**src/rtl/ps2_kbd_pkg.sv**
```systemverilog
// Shared definitions for the PS/2 keyboard ASCII path.
// Contents: set-2 scan-code constants, modifier tag bit positions,
// FSM state encoding and the ASCII table entry layout.
package ps2_kbd_pkg;

  localparam logic [7:0] CAPS  = 8'h58;
  localparam logic [7:0] BREAK = 8'hF0;

  // Bit positions inside the 6-bit modifier tag {RShift,RCtrl,RAlt,LShift,LCtrl,LAlt}
  localparam int unsigned TAG_LALT   = 0;
  localparam int unsigned TAG_LCTRL  = 1;
  localparam int unsigned TAG_LSHIFT = 2;
  localparam int unsigned TAG_RALT   = 3;
  localparam int unsigned TAG_RCTRL  = 4;
  localparam int unsigned TAG_RSHIFT = 5;

  typedef enum logic [1:0] {
    ST_IDLE,
    ST_LOOKUP,
    ST_PUSH
  } state_e;

  typedef struct packed {
    logic       valid;
    logic       is_letter;
    logic [6:0] ascii;
  } rom_entry_t;

endpackage

```
**src/rtl/ps2_ascii_rom.sv**
```systemverilog
// Registered 512x9 scan-code to ASCII table.
// Ports:
//   clk_i   - clock
//   addr_i  - {shift, scan code}
//   data_o  - {valid, is_letter, ascii[6:0]}, one cycle after addr_i
// Letters always return lower case; case folding is done by the consumer.
module ps2_ascii_rom
  import ps2_kbd_pkg::*;
(
  input  logic       clk_i,
  input  logic [8:0] addr_i,
  output rom_entry_t data_o
);

  rom_entry_t entry_d;
  rom_entry_t entry_q;
  logic       shift;

  function automatic rom_entry_t letter(input logic [6:0] a);
    return '{valid: 1'b1, is_letter: 1'b1, ascii: a};
  endfunction

  function automatic rom_entry_t sym(input logic s, input logic [6:0] lo, input logic [6:0] hi);
    return '{valid: 1'b1, is_letter: 1'b0, ascii: (s ? hi : lo)};
  endfunction

  assign shift = addr_i[8];

  always_comb begin
    entry_d = '0;
    unique case (addr_i[7:0])
      8'h1C: entry_d = letter(7'h61);
      8'h32: entry_d = letter(7'h62);
      8'h21: entry_d = letter(7'h63);
      8'h23: entry_d = letter(7'h64);
      8'h24: entry_d = letter(7'h65);
      8'h2B: entry_d = letter(7'h66);
      8'h34: entry_d = letter(7'h67);
      8'h33: entry_d = letter(7'h68);
      8'h43: entry_d = letter(7'h69);
      8'h3B: entry_d = letter(7'h6A);
      8'h42: entry_d = letter(7'h6B);
      8'h4B: entry_d = letter(7'h6C);
      8'h3A: entry_d = letter(7'h6D);
      8'h31: entry_d = letter(7'h6E);
      8'h44: entry_d = letter(7'h6F);
      8'h4D: entry_d = letter(7'h70);
      8'h15: entry_d = letter(7'h71);
      8'h2D: entry_d = letter(7'h72);
      8'h1B: entry_d = letter(7'h73);
      8'h2C: entry_d = letter(7'h74);
      8'h3C: entry_d = letter(7'h75);
      8'h2A: entry_d = letter(7'h76);
      8'h1D: entry_d = letter(7'h77);
      8'h22: entry_d = letter(7'h78);
      8'h35: entry_d = letter(7'h79);
      8'h1A: entry_d = letter(7'h7A);
      8'h16: entry_d = sym(shift, 7'h31, 7'h21);
      8'h1E: entry_d = sym(shift, 7'h32, 7'h40);
      8'h26: entry_d = sym(shift, 7'h33, 7'h23);
      8'h25: entry_d = sym(shift, 7'h34, 7'h24);
      8'h2E: entry_d = sym(shift, 7'h35, 7'h25);
      8'h36: entry_d = sym(shift, 7'h36, 7'h5E);
      8'h3D: entry_d = sym(shift, 7'h37, 7'h26);
      8'h3E: entry_d = sym(shift, 7'h38, 7'h2A);
      8'h46: entry_d = sym(shift, 7'h39, 7'h28);
      8'h45: entry_d = sym(shift, 7'h30, 7'h29);
      8'h4E: entry_d = sym(shift, 7'h2D, 7'h5F);
      8'h55: entry_d = sym(shift, 7'h3D, 7'h2B);
      8'h54: entry_d = sym(shift, 7'h5B, 7'h7B);
      8'h5B: entry_d = sym(shift, 7'h5D, 7'h7D);
      8'h5D: entry_d = sym(shift, 7'h5C, 7'h7C);
      8'h4C: entry_d = sym(shift, 7'h3B, 7'h3A);
      8'h52: entry_d = sym(shift, 7'h27, 7'h22);
      8'h41: entry_d = sym(shift, 7'h2C, 7'h3C);
      8'h49: entry_d = sym(shift, 7'h2E, 7'h3E);
      8'h4A: entry_d = sym(shift, 7'h2F, 7'h3F);
      8'h0E: entry_d = sym(shift, 7'h60, 7'h7E);
      8'h29: entry_d = sym(shift, 7'h20, 7'h20);
      8'h5A: entry_d = sym(shift, 7'h0D, 7'h0D);
      8'h66: entry_d = sym(shift, 7'h08, 7'h08);
      8'h0D: entry_d = sym(shift, 7'h09, 7'h09);
      8'h76: entry_d = sym(shift, 7'h1B, 7'h1B);
      default: entry_d = '0;
    endcase
  end

  always_ff @(posedge clk_i) begin
    entry_q <= entry_d;
  end

  assign data_o = entry_q;

endmodule

```
**src/rtl/ps2keyboard_ascii_funcmod.sv**
```systemverilog
// PS/2 keyboard make-code to ASCII converter with character FIFO.
// Ports:
//   CLOCK, RESET (sync, active-low)
//   iTrig/iData/iTag  - new make code pulse, scan code, modifier levels
//   iRead             - pop FIFO head (ignored when empty)
//   iClearOvf         - clear sticky overflow flag
//   oData             - FWFT head {1'b0,ascii}; last popped value when empty
//   oEmpty/oFull/oCount - FIFO status
//   oCaps             - Caps Lock state
//   oOverflow         - sticky: a character was dropped on a full FIFO
module ps2keyboard_ascii_funcmod
  import ps2_kbd_pkg::*;
#(
  parameter int unsigned DEPTH  = 16,
  parameter int unsigned ADDR_W = 4
) (
  input  logic              CLOCK,
  input  logic              RESET,
  input  logic              iTrig,
  input  logic [7:0]        iData,
  input  logic [5:0]        iTag,
  input  logic              iRead,
  input  logic              iClearOvf,
  output logic [7:0]        oData,
  output logic              oEmpty,
  output logic              oFull,
  output logic [ADDR_W:0]   oCount,
  output logic              oCaps,
  output logic              oOverflow
);

  state_e state_q, state_d;

  logic [7:0]        code_q;
  logic              shift_q;
  logic              ctrl_q;
  logic              caps_q;
  logic              ovf_q;
  logic [ADDR_W-1:0] wptr_q;
  logic [ADDR_W-1:0] rptr_q;
  logic [ADDR_W:0]   count_q, count_d;
  logic [6:0]        hold_q;
  logic [6:0]        mem [DEPTH];

  logic       capture_en;
  logic       push_phase;
  logic       push_req;
  logic       wr_en;
  logic       rd_en;
  logic       drop;
  logic       is_caps;
  logic [6:0] char_d;
  rom_entry_t rom_q;
  logic       unused_alt;

  assign unused_alt = ^{iTag[TAG_LALT], iTag[TAG_RALT]};

  ps2_ascii_rom u_rom (
    .clk_i  (CLOCK),
    .addr_i ({shift_q, code_q}),
    .data_o (rom_q)
  );

  // FSM state register
  always_ff @(posedge CLOCK) begin
    if (!RESET) state_q <= ST_IDLE;
    else        state_q <= state_d;
  end

  // FSM next state; a stray break prefix is never a character, so it is not even looked up
  always_comb begin
    state_d = state_q;
    unique case (state_q)
      ST_IDLE:   if (iTrig && iData != BREAK) state_d = ST_LOOKUP;
      ST_LOOKUP: state_d = ST_PUSH;
      ST_PUSH:   state_d = ST_IDLE;
      default:   state_d = ST_IDLE;
    endcase
  end

  // FSM outputs
  always_comb begin
    capture_en = 1'b0;
    push_phase = 1'b0;
    unique case (state_q)
      ST_IDLE:  capture_en = iTrig && (iData != BREAK);
      ST_PUSH:  push_phase = 1'b1;
      default: ;
    endcase
  end

  // Character formation: letters are stored lower case, bit 5 cleared for upper
  always_comb begin
    char_d = rom_q.ascii;
    if (rom_q.is_letter) begin
      if (ctrl_q)                char_d = {2'b00, rom_q.ascii[4:0]};
      else if (shift_q ^ caps_q) char_d = rom_q.ascii & 7'h5F;
    end
  end

  assign is_caps  = (code_q == CAPS);
  assign push_req = push_phase && !is_caps && rom_q.valid;
  assign rd_en    = iRead && !oEmpty;
  // A simultaneous pop frees a slot, so a push into a full FIFO still succeeds
  assign wr_en    = push_req && (!oFull || rd_en);
  assign drop     = push_req && oFull && !rd_en;

  always_comb begin
    count_d = count_q;
    unique case ({wr_en, rd_en})
      2'b10:   count_d = count_q + 1'b1;
      2'b01:   count_d = count_q - 1'b1;
      default: count_d = count_q;
    endcase
  end

  always_ff @(posedge CLOCK) begin
    if (!RESET) begin
      code_q  <= '0;
      shift_q <= 1'b0;
      ctrl_q  <= 1'b0;
      caps_q  <= 1'b0;
      ovf_q   <= 1'b0;
      wptr_q  <= '0;
      rptr_q  <= '0;
      count_q <= '0;
      hold_q  <= '0;
    end else begin
      if (capture_en) begin
        code_q  <= iData;
        shift_q <= iTag[TAG_LSHIFT] | iTag[TAG_RSHIFT];
        ctrl_q  <= iTag[TAG_LCTRL]  | iTag[TAG_RCTRL];
      end
      if (push_phase && is_caps) caps_q <= ~caps_q;
      if (wr_en) wptr_q <= wptr_q + 1'b1;
      if (rd_en) begin
        rptr_q <= rptr_q + 1'b1;
        hold_q <= mem[rptr_q];
      end
      count_q <= count_d;
      if (drop)           ovf_q <= 1'b1;
      else if (iClearOvf) ovf_q <= 1'b0;
    end
  end

  always_ff @(posedge CLOCK) begin
    if (RESET && wr_en) mem[wptr_q] <= char_d;
  end

  assign oEmpty    = (count_q == '0);
  assign oFull     = (count_q == (ADDR_W+1)'(DEPTH));
  assign oCount    = count_q;
  assign oCaps     = caps_q;
  assign oOverflow = ovf_q;
  // Empty FIFO shows the last popped character (zero after reset), never stale memory
  assign oData     = oEmpty ? {1'b0, hold_q} : {1'b0, mem[rptr_q]};

endmodule

```
**config.mk**
```make
export PLATFORM = sky130hd
export DESIGN_NAME = ps2keyboard_ascii_funcmod
export DESIGN_NICKNAME = d
export VERILOG_FILES = /design/src/rtl/ps2_kbd_pkg.sv /design/src/rtl/ps2_ascii_rom.sv /design/src/rtl/ps2keyboard_ascii_funcmod.sv
export SDC_FILE = /design/constraint.sdc
export NUM_CORES = 1
export LEC_CHECK = 0
export ABC_AREA = 1
export ABC_CLOCK_PERIOD_IN_PS = 2000
export CORE_UTILIZATION = 35
export DETAILED_ROUTE_END_ITERATION = 10
export SLEW_MARGIN = 10
export SYNTH_ARGS = -nofsm -noshare
export SYNTH_HDL_FRONTEND = slang
export SYNTH_SLANG_ARGS = --single-unit
```
**constraint.sdc**
```tcl
create_clock -name CLOCK -period 2 [get_ports CLOCK]
set_input_delay 0.5 -clock CLOCK [delete_from_list [all_inputs] [get_ports CLOCK]]
set_output_delay 0.5 -clock CLOCK [all_outputs]
set_load 0.005 [all_outputs]
```
==> flow_summary.yaml <==
placement:
  place_inst: 1137
  placed_area_sq_um: 8630
  portBuffers: 32
  dp_worst_setup_slack_ps: -521
  hpwl_microns: 13400
  place.gp.congestion: 0.928
floorplan:
  core_area_sq_um: 20500
  fp.dieW_microns: 148
  ios: 36
  die-area_sq_um: 21800
  die-height_microns: 148
  start_util_pct: 36.2
  rows: 52
logic_synthesis:
  synth_cell_types: 41
  synthCells: 777
  synth_fp_nets: 803
  synthFlopType: "edfxtp_1"
  synthArstFlopShare_pct: 0
  yosysTopAreaCellShare_pct: 45.3
  synth_largest_area_cell: "edfxtp_1"
  synth_edf_count: 112
  yosys-top-cells-area: "edfxtp_1 45%, dfxtp_1 13%, o21ai_0 5.3%"
  synth_seq_cells: 159
  ys_seq_area_share_pct: 58.0
  synth_warnings: 0
  syn_area_per_cell_sq_um: 9.56
  syn_area_sq_um: 7430
global_route:
  track_usage_pct: 18.2
  overflow: 0
  antenna_found_initial: 0
  grt_max_degree: 29
  grt_pass1_wl_microns: 30200
  grt_pass1_vias: 5706
route:
  dr_wl_met3_microns: 563
  vias: 5799
  drtIter0Drc: 359
  postRouteAntennaNets: 0
  drc: 0
  routedWlPerCell_microns: 15.9
  routed_wl_microns: 18700
  via_per_inst: 4.93
  firstDrtPassIters: 5
  met1_length_microns: 8370
  wl_met2_microns: 9490
  top_layer: "met4"
cells_and_area:
  fillCellCount: 1911
  final_common_cell: "edfxtp_1"
  syn_to_final_growth_pct: 28.9
  final_nets: 919
  final_area_sq_um: 9570
  final_cell_mix: "112 x edfxtp_1, 94 x nand2_1, 93 x inv_1"
  instances_no_fill: 1176
  n_antenna_cell: 0
  drive_gt1_share_pct: 23.3
clock_network:
  clock_path_buffers: 2
  clockRootBuffer: "clkbuf_16"
  clk_pin_slew_ps: 70
  clkSinkCount: 159
  cts_made_buffers: 17
  cts_tree: "done"
  clk_latency_ps: 430
  h-tree-depth: 4
  cts_hold_buf: 0
sta:
  tightest_slew_ps: 768
  fin_setup_tns_ps: -3350
  hold_viol: 0
  max_freq_mhz: 399
  fin_crit_sh_pct: 125
  fin_skew_ps: 11.7
  setup_viol: 7
  slew_violations: 0
  rsz0062_at_grt: "yes"
  min_period_ps: 2510
  slew_headroom_pct: 48.7
  setup_ws_ps: -507
outcome:
  outcome: "finished, violations left"
  violations: "setup timing"
setup_path:
  slowest_delay_ps: 380
  reg2reg_from: "code_q[4]$_SDFFE_PN0P_"
  critPathMaxFanout: 4
  crit_chain: "buf_12 > buf_16 > mux2i_2 > o211ai_1 > nand3_1 > nand2_2 > nand2_1 > o21ai_1 > buf_2"
  cp.required_ps: 1500
  arrival_ps: 2010
  path_class: "reg -> out"
  crit_path_start_kind: "flop"
  cp-end-kind: "primary output"
  slowest_stage: "dfxtp_4"
run:
  cap_violations: 0
power:
  ir_drop_mv: 0.702
  p_total_w: 0.0115
  p_leak_nw: 3.90
  p_per_area_nw_per_um2: 1200
worst_hold_path:
  hold_start: "oOverflow$_SDFFE_PN0P_"
  worst_hold_path_type: "reg -> reg"
[area by class of cell]
| class | count | area (sq um) | share of cell area, % |
|---|---|---|---|
| flip-flops and latches | 159 | 4320 | 45.1 |
| clock buffers | 17 | 425 | 4.44 |
| inverters | 107 | 404 | 4.22 |
| well taps | 270 | 338 | 3.53 |
| repair buffers | 123 | 1080 | 11.3 |
| clock inverters | 15 | 195 | 2.04 |
| multi-input cells | 485 | 2810 | 29.3 |
[metal layers]
| metal | global-route usage, % | vias up |
|---|---|---|
| met2 | 31.4 | 100 |
| met4 | 6.86 | 0 |
| met5 | 0 | - |
| li1 | - | 2933 |
| met1 | 22.6 | 2743 |
| met3 | 3.21 | 23 |
[critical path, delay by kind of cell (launching register included)]
family,cells,cell delay [ps]
DFF,1,380
AOI/OAI and AO/OA,2,290
muxes,1,150
buffers and inverters,3,400
and+or+nand+nor,3,360
[cells by family after synthesis]
| kind of cell | share of synthesized area (%) |
|---|---|
| AO/OA/AOI/OAI | 13.5 |
| buffers and inverters | 6.97 |
| XOR/XNOR | 0.236 |
| adder cells (fa/ha/maj) | 1.18 |
| flip-flops | 58.0 |
| other | 0.0505 |
| multiplexers | 3.77 |
| AND/OR/NAND/NOR | 16.3 |
[stage by stage]
step,util (%),hold slack (ps)
after floorplan,-,428
after global placement,42.1,454
after detailed placement,42.1,460
after CTS,45.7,469
after global routing,46.7,506
final,46.7,466
[cells in the mapped netlist (14+ instances only)]
cell type / number
nand4_1: 14
nand2_1: 104
inv_1: 100
edfxtp_1: 112
mux2i_1: 28
o211ai_1: 29
nand3_1: 35
clkbuf_1: 15
o21ai_0: 78
a21oi_1: 65
nor3_1: 15
nor2_1: 70
dfxtp_1: 47
[worst paths after layout]
path | to | slack, ps | depth (start not counted)
worst max register to register | u_rom.data_o[8]$_DFF_P_ | 160 | 9
worst min register to register | oOverflow$_SDFFE_PN0P_ | 470 | 2
worst min-delay path | oOverflow$_SDFFE_PN0P_ | 470 | 2
worst max-delay path | oData[4] | -510 | 9
[state kept, by name, summed over array words and instances, names as in the netlist, 2 cells and up, named ones only]
| name | flops |
|---|---|
| u_rom.data_o | 9 |
| code_q | 8 |
| rptr_q | 4 |
| oCount | 5 |
| wptr_q | 4 |
| hold_q | 7 |
| state_q | 2 |
| mem | 112 |
[power breakdown]
part | switching, W | internal (W)
Sequential | 0.000193 | 0.00378
Clock | 0.00146 | 0.00190
Combinational | 0.00220 | 0.00196
[repair_timing]
action,in CTS,in global routing
endpoints found under the hold margin,0,0
setup buffers,3,4
pin swaps,24,26
cloned,1,1
setup endpoints to repair,25,98
gates resized for setup,71,57
No activity file was read; power rests on OpenSTA's default activity.
